## config.mk

```make
export PLATFORM = sky130hd
export DESIGN_NAME = tiny_nn_result_collector
export DESIGN_NICKNAME = d
export VERILOG_FILES = /design/src/rtl/tiny_nn_result_collector.sv
export SDC_FILE = /design/constraint.sdc
export NUM_CORES = 1
export LEC_CHECK = 0
export CAP_MARGIN = 20
export CELL_PAD_IN_SITES_DETAIL_PLACEMENT = 1
export CELL_PAD_IN_SITES_GLOBAL_PLACEMENT = 1
export CORE_UTILIZATION = 51
export DETAILED_ROUTE_END_ITERATION = 6
export GPL_ROUTABILITY_DRIVEN = 0
export HOLD_SLACK_MARGIN = 0.05
export PLACE_DENSITY = 0.87
export SLEW_MARGIN = 10
export SYNTH_ARGS = -nofsm -noshare
export SYNTH_HDL_FRONTEND = slang
export SYNTH_SLANG_ARGS = --single-unit
```

## constraint.sdc

```tcl
create_clock -name clk_i -period 5.9 [get_ports clk_i]
set_input_delay 0.885 -clock clk_i [delete_from_list [all_inputs] [get_ports clk_i]]
set_output_delay 0.885 -clock clk_i [all_outputs]
set_load 0.005 [all_outputs]
```

## src/rtl/tiny_nn_result_collector.sv

```systemverilog
// Reassembles the convolve engine's low/high byte stream into 16-bit results,
// drops the warm-up pairs of each frame, and queues results in a show-ahead FIFO.
module tiny_nn_result_collector #(
  parameter int DepthLog2 = 3,
  parameter int SkipPairs = 2
) (
  input  logic                 clk_i,
  input  logic                 rst_i,
  input  logic                 clear_i,
  input  logic                 byte_valid_i,
  input  logic [7:0]           byte_i,
  input  logic                 frame_end_i,
  output logic                 result_valid_o,
  output logic [15:0]          result_o,
  input  logic                 result_ready_i,
  output logic [DepthLog2:0]   level_o,
  output logic                 overflow_o
);

  localparam int Depth = 1 << DepthLog2;
  localparam int SkipW = (SkipPairs > 0) ? $clog2(SkipPairs + 1) : 1;
  localparam logic [SkipW-1:0] SkipInit = SkipW'(SkipPairs);
  localparam logic [DepthLog2:0] LevelFull = (DepthLog2 + 1)'(Depth);

  typedef enum logic [1:0] {SKIP_LOW, SKIP_HIGH, CAP_LOW, CAP_HIGH} state_e;
  localparam state_e StateInit = (SkipPairs == 0) ? CAP_LOW : SKIP_LOW;

  state_e               state_q, state_d;
  logic [SkipW-1:0]     skip_q, skip_d, skip_dec;
  logic [7:0]           lo_q, lo_d;
  logic [DepthLog2-1:0] rd_ptr_q, rd_ptr_d, wr_ptr_q, wr_ptr_d;
  logic [DepthLog2:0]   level_q, level_d;
  logic                 overflow_q;
  logic [15:0]          mem_q [Depth];

  logic        push, push_ok, pop, overflow_set;
  logic [15:0] push_data;

  // Alignment FSM; frame_end overrides whatever the byte in that cycle did.
  always_comb begin
    state_d   = state_q;
    skip_d    = skip_q;
    lo_d      = lo_q;
    push      = 1'b0;
    push_data = {byte_i, lo_q};
    skip_dec  = skip_q - 1'b1;
    if (byte_valid_i) begin
      case (state_q)
        SKIP_LOW:  state_d = SKIP_HIGH;
        SKIP_HIGH: begin
          skip_d  = skip_dec;
          state_d = (skip_dec == '0) ? CAP_LOW : SKIP_LOW;
        end
        CAP_LOW: begin
          lo_d    = byte_i;
          state_d = CAP_HIGH;
        end
        CAP_HIGH: begin
          push    = 1'b1;
          state_d = CAP_LOW;
        end
        default:   state_d = StateInit;
      endcase
    end
    if (frame_end_i) begin
      state_d = StateInit;
      skip_d  = SkipInit;
    end
  end

  // A pop frees the slot, so a push into a full FIFO is still accepted then.
  always_comb begin
    pop          = (level_q != '0) && result_ready_i;
    push_ok      = push && ((level_q != LevelFull) || pop);
    overflow_set = push && !push_ok;
    rd_ptr_d     = pop ? rd_ptr_q + 1'b1 : rd_ptr_q;
    wr_ptr_d     = push_ok ? wr_ptr_q + 1'b1 : wr_ptr_q;
    level_d      = level_q;
    case ({push_ok, pop})
      2'b10:   level_d = level_q + 1'b1;
      2'b01:   level_d = level_q - 1'b1;
      default: level_d = level_q;
    endcase
  end

  always_ff @(posedge clk_i or posedge rst_i) begin
    if (rst_i) begin
      state_q    <= StateInit;
      skip_q     <= SkipInit;
      lo_q       <= '0;
      rd_ptr_q   <= '0;
      wr_ptr_q   <= '0;
      level_q    <= '0;
      overflow_q <= 1'b0;
      for (int i = 0; i < Depth; i++) mem_q[i] <= '0;
    end else if (clear_i) begin
      state_q    <= StateInit;
      skip_q     <= SkipInit;
      lo_q       <= '0;
      rd_ptr_q   <= '0;
      wr_ptr_q   <= '0;
      level_q    <= '0;
      overflow_q <= 1'b0;
    end else begin
      state_q    <= state_d;
      skip_q     <= skip_d;
      lo_q       <= lo_d;
      rd_ptr_q   <= rd_ptr_d;
      wr_ptr_q   <= wr_ptr_d;
      level_q    <= level_d;
      overflow_q <= overflow_q | overflow_set;
      if (push_ok) mem_q[wr_ptr_q] <= push_data;
    end
  end

  assign result_valid_o = (level_q != '0);
  assign result_o       = mem_q[rd_ptr_q];
  assign level_o        = level_q;
  assign overflow_o     = overflow_q;

endmodule

```

==> results.toml, run 1 <==
[timing]
fin_crit_sh = 0.6811
grt_setup_unrepaired = "false"
drv_slew = 0
fin_worst_skew_ns = 0.007571
setup_viol = 0
fin_crit_ns = 4.018
hold_viol = 0
slew_headroom = 0.2712
timing.fmax_mhz = 248.9
worstMarginPinSlew_ns = 1.091
tns_ns = 0

[floorplan]
num_rows = 42
core_um2 = 13300
pin_count = 36
die_w_um = 119.2
dieArea_um2 = 14200
dieHeight_um = 119.2
start_util = 0.5264

[global_routing]
grt_pass1_wl_um = 27700
grt_use_met1 = 0.3397
gr-total-overflow = 0
grt.busiest_layer = "met2"
grt_max_degree = 110
grt_util_met2 = 0.4560
track_usage = 0.2679
grtUsageMet3 = 0.05125
grt_pass1_vias = 4725
antenna_found_initial = 0

[route]
antenna_left = 0
drt-total-wl_um = 17390
num_vias = 4125
drc = 0
drtIter0Drc = 209
drt_pass1_iterations = 4
routed_via_density = 6.057
wire_per_inst_um = 25.54

[clock_network]
cts_buffer_depth = 2
htreeDepth = 4
cts_buffers = 17
cts_tree = "built"
postCtsSetupBuffers = 0
clk_pin_slew_ns = 0.06
insertion_delay_ns = 0.42
hold_buffers = 0
cts_resized = 0
cts_root_buf = "clkbuf_16"
clock_sinks = 151

[hold_path]
min_path_type = "flop to flop"
hold_depth = 1
hp-start = "mem_q[52]"
hold_path_end = "mem_q[52]"

[final_layout]
final_common_cell = "dfrtp_1"
num_antenna_cells = 0
areaGrowthSynthToFinish_pct = 15.34
stdcell_count = 681
nNetsFinal = 511
nFillCells = 1218
final_cell_mix = "dfrtp_1 (149), mux2_2 (124), clkdlybuf4s50_1 (35)"
final_layout_size_suffix_gt1_frac = 0.4020

[power]
ir_worst_vdd_uv = 167.0
p_leak_nw = 3.907
power.density_nw_per_um2 = 276.3

[logic_synthesis]
syn_nets = 483
ys_warn_count = 0
ys_ff_latch = 151
seq_area_frac_synth = 0.5400
synth_area_um2 = 6999
avgSynthCellArea_um2 = 15.08
synth_cell_type_count = 46
synth_edf_count = 0
synth_flop_cell = "dfrtp_1"
postSynthCellCount = 464
async_flop_share = 1.000

[worst_setup_path]
crit_type = "flop to output port"
crit_path_start_kind = "flop"
required_ns = 5.02
end_kind = "output port"
r2r_setup_slack_ns = 3.02
reg2reg_depth = 8
crit_fanout = 26
critPathArrivalTime_ns = 3.13
rr_startpoint = "level_o[1]"
timing.rr.end = "level_o[3]"

[placement]
io_buffers = 35
hpwl_um = 10220
dp.cells = 648

[flow_run]
cap_violations = 0

[outcome]
status = "complete, no violations"
[how the worst max path moves through the flow]
stage                 from          end  slack, ns
6_report       rd_ptr_q[0]  result_o[9]       1.88
3_5_place_dp       clear_i   mem_q[124]       1.94
5_1_grt        rd_ptr_q[0]  result_o[9]       1.71
3_3_place_gp       clear_i   mem_q[123]       2.11
4_1_cts        rd_ptr_q[0]  result_o[9]       1.81
2_1_floorplan        rst_i   level_o[0]       0.95
[layout make-up]
type                            count  area, µm²  share of cell area
Timing Repair Buffer               41      402.9             0.04991
Clock buffer                       24      481.7             0.05967
Clock inverter                      8      120.1             0.01488
Sequential cell                   151       3781              0.4684
Tap cell                          176      220.2             0.02728
Inverter                            5      23.77            0.002945
Multi-Input combinational cell    276       3043              0.3769
[power breakdown]
part	total (mW)	internal (mW)	switching, mW	leakage, nW
logic	0.0653	0.0221	0.0432	1.51
registers	1.05	1.04	0.00817	2.10
clock network	1.12	0.697	0.423	0.290
[critical path, stage by stage (launching register included)]
cell and delay [ns]:
dfrtp_2 0.99, buf_4 0.38, mux4_2 0.56, mux2_2 0.30
clkdlybuf4s50_1 0.46
[sequential cells by signal, summed over array words and instances, names as in the netlist]
name / cells
level_o: 4
overflow_o: 1
wr_ptr_q: 3
skip_q: 2
state_q: 2
lo_q: 8
rd_ptr_q: 3
mem_q: 128
[metrics by stage]
stage,utilization,hold slack [ns],setup WS (ns),power (mW),cell area (µm²)
after detailed placement,0.5608,0.4808,1.938,1.131,7456
after floorplan,-,0.4533,0.9519,1.100,6999
final,0.6072,0.4941,1.882,2.231,8073
after global placement,0.5608,0.4635,2.111,1.127,7456
after CTS,0.6061,0.4948,1.813,2.241,8058
after global routing,0.6072,0.5126,1.711,2.285,8073
[per-layer routing]
| metal | wire length (µm) | vias up | share of wire |
|---|---|---|---|
| met5 | 0 | - | 0 |
| met4 | 313 | 0 | 0.018 |
| met3 | 531 | 26 | 0.031 |
| met2 | 9278 | 78 | 0.53 |
| met1 | 7270 | 2244 | 0.42 |
| li1 | - | 1777 | - |
[synth_stat cells, types with 2 or more instances]
| master | count | area share |
|---|---|---|
| xnor2_1 | 3 | 0.0038 |
| a21o_1 | 2 | 0.0021 |
| ha_1 | 5 | 0.0089 |
| buf_6 | 2 | 0.0032 |
| nand3_1 | 8 | 0.0057 |
| buf_1 | 4 | 0.0021 |
| a31oi_1 | 3 | 0.0027 |
| a21oi_1 | 5 | 0.0036 |
| nand2_1 | 5 | 0.0027 |
| nand2b_1 | 2 | 0.0018 |
| nor3_1 | 7 | 0.0050 |
| nand4_2 | 2 | 0.0036 |
| mux2_1 | 20 | 0.032 |
| mux2_2 | 124 | 0.20 |
| nor2b_1 | 5 | 0.0045 |
| mux2i_1 | 9 | 0.013 |
| nand4b_1 | 2 | 0.0025 |
| dfrtp_1 | 150 | 0.54 |
| o211ai_1 | 3 | 0.0032 |
| buf_2 | 15 | 0.011 |
| xor2_1 | 3 | 0.0038 |
| inv_1 | 5 | 0.0027 |
| nor2_1 | 16 | 0.0086 |
| mux4_2 | 32 | 0.10 |
| clkbuf_1 | 10 | 0.0054 |
| nand3_2 | 2 | 0.0029 |
[logic make-up (layout without fill, tap and decap cells)]
family          after synthesis  count (layout)  synth area share
xor+xnor                      6               6          0.007509
flops                       151             151            0.5400
buf+inv                      37              78           0.02521
compound gates               22              22           0.02288
mux                         185             185            0.3475
simple gates                 58              58           0.04791
fa+ha+maj                     5               5          0.008938
(Power assumes the default switching activity.)
==> run 2, diff against run 1 <==
==> constraint.sdc (replaced) <==
create_clock -name clk_i -period 4.12 [get_ports clk_i]
set_input_delay 0.618 -clock clk_i [delete_from_list [all_inputs] [get_ports clk_i]]
set_output_delay 0.618 -clock clk_i [all_outputs]
set_load 0.005 [all_outputs]
==> results.toml, run 2 (synthesis gave the netlist of run 1 again) <==
[outcome]
status = "complete, no violations"

[power]
p_sw_frac = 0.2209
p_leak_nw = 3.926
ir_worst_vdd_uv = 297.1
power.density_nw_per_um2 = 393.5
p_switching_mw = 0.7050
internal_power_mw = 2.486
finalPower_mw = 3.191
pwr-share-seq = 0.467
clkPwrFrac = 0.500
pwr-share-comb = 0.033

[worst_setup_path]
rr_startpoint = "level_o[1]"
timing.rr.end = "level_o[3]"
r2r_setup_slack_ns = 0.96
crit_fanout = 34
slowest_stage = "mux4_2"
required_ns = 3.50
cp-endpoint = "result_o[1]"
cpPeakStageDelay_ns = 0.60
crit_path_start_kind = "flop"
crit_chain = "buf_4 > mux4_2 > mux2_2 > clkdlybuf4s50_1"
critPathArrivalTime_ns = 2.72
crit_type = "flop to output port"
reg2reg_depth = 8
end_kind = "output port"
crit_path_start = "rd_ptr_q[0]"

[clock_network]
cts_buffer_depth = 2
clk_pin_slew_ns = 0.07
cts_root_buf = "clkbuf_16"
cts_buffers = 17
postCtsSetupBuffers = 0
hold_buffers = 0
htreeDepth = 4
clock_sinks = 151
insertion_delay_ns = 0.43
cts_resized = 0
cts_tree = "built"

[flow_run]
cap_violations = 0

[floorplan]
pin_count = 36
core_um2 = 13300
dieHeight_um = 119.2
dieArea_um2 = 14200
die_w_um = 119.2
start_util = 0.5264
num_rows = 42

[global_routing]
gr-total-overflow = 0
grt_max_degree = 80
grt_pass1_wl_um = 29000
grt_pass1_vias = 4885
antenna_found_initial = 0
track_usage = 0.2789

[final_layout]
final_layout_size_suffix_gt1_frac = 0.4118
final_common_cell = "dfrtp_1"
final_cell_mix = "dfrtp_1 (149), mux2_2 (124), clkdlybuf4s50_1 (35)"
final_core_util = 0.6099
largest_register_ffs = 128
num_antenna_cells = 0
multi_input_area_um2 = 3043
largest-register = "mem_q"
nFillCells = 1216
areaGrowthSynthToFinish_pct = 15.86
regArea_um2 = 3781
nNetsFinal = 516

[timing]
drv_slew = 0
fin_crit_ns = 3.335
hold_viol = 0
fin_worst_skew_ns = 0.009556
tns_ns = 0
setup_viol = 0
slew_headroom = 0.3068
holdWs_ns = 0.4962
fin_crit_sh = 0.8095
worstMarginPinSlew_ns = 1.040
timing.fmax_mhz = 299.9
grt_setup_unrepaired = "false"

[route]
wire_per_inst_um = 25.77
antenna_left = 0
num_vias = 4179
drt_pass1_iterations = 4
routed_via_density = 6.092
drt-total-wl_um = 17680
drc = 0
drtIter0Drc = 184

[placement]
hpwl_um = 10460
io_buffers = 35

[hold_path]
min_path_type = "flop to flop"
run 2: cell count changes in the layout (fill, tap and decap cells not counted):
cell / before / now
buf_12: 0 / 1
buf_4: 5 / 10
buf_8: 1 / 0
clkbuf_1: 4 / 2
clkbuf_8: 3 / 1
clkinv_2: 3 / 4
clkinv_4: 0 / 1
clkinvlp_4: 2 / 4
run 2: per-stage QoR:
stage | setup slack [ns] | instance area, µm² | cells
final | 0.7850 | 8109 | 686
after global routing | 0.6409 | 8109 | 686
after CTS | 0.7282 | 8109 | 686
after detailed placement | 0.8896 | 7512 | 654
after global placement | 1.042 | 7512 | 654
after floorplan | 1.600 | 7003 | 464
run 2: how the worst min path moves through the flow:
stage	endpoint	start	cells after the start
final	mem_q[54]	mem_q[54]	1
after global routing	mem_q[80]	mem_q[80]	1
after CTS	mem_q[57]	mem_q[57]	1
after detailed placement	mem_q[115]	mem_q[115]	1
after global placement	mem_q[113]	mem_q[113]	1
after floorplan	mem_q[112]	mem_q[112]	1
run 2: area by class of cell:
class	count	share of cell area
clock buffers	20	0.05508
inverters	5	0.002777
multi-input cells	276	0.3753
well taps	176	0.02716
repair buffers	46	0.05493
clock inverters	12	0.01852
flip-flops and latches	151	0.4663
run 2: power groups by stage:
stage	registers (mW)	clock network [mW]	logic, mW
after floorplan	1.51	0	0.0610
after global placement	1.52	0	0.101
after detailed placement	1.52	0	0.107
after CTS	1.49	1.62	0.109
after global routing	1.49	1.67	0.118
final	1.49	1.60	0.106
run 2: metal layers:
layer  vias to the layer above  track usage  wire length, µm
met5                         -            0                0
met4                         0       0.1147              424
met3                        35      0.05460              526
met2                        98       0.4884             9558
met1                      2263       0.3370             7171
li1                       1783            -                -
run 2: critical path, delay by kind of cell, from the launching register on:
kind                   cells  cell delay, ns
buffers and inverters      2            1.03
multiplexers               2            0.90
flip-flops                 1            0.34
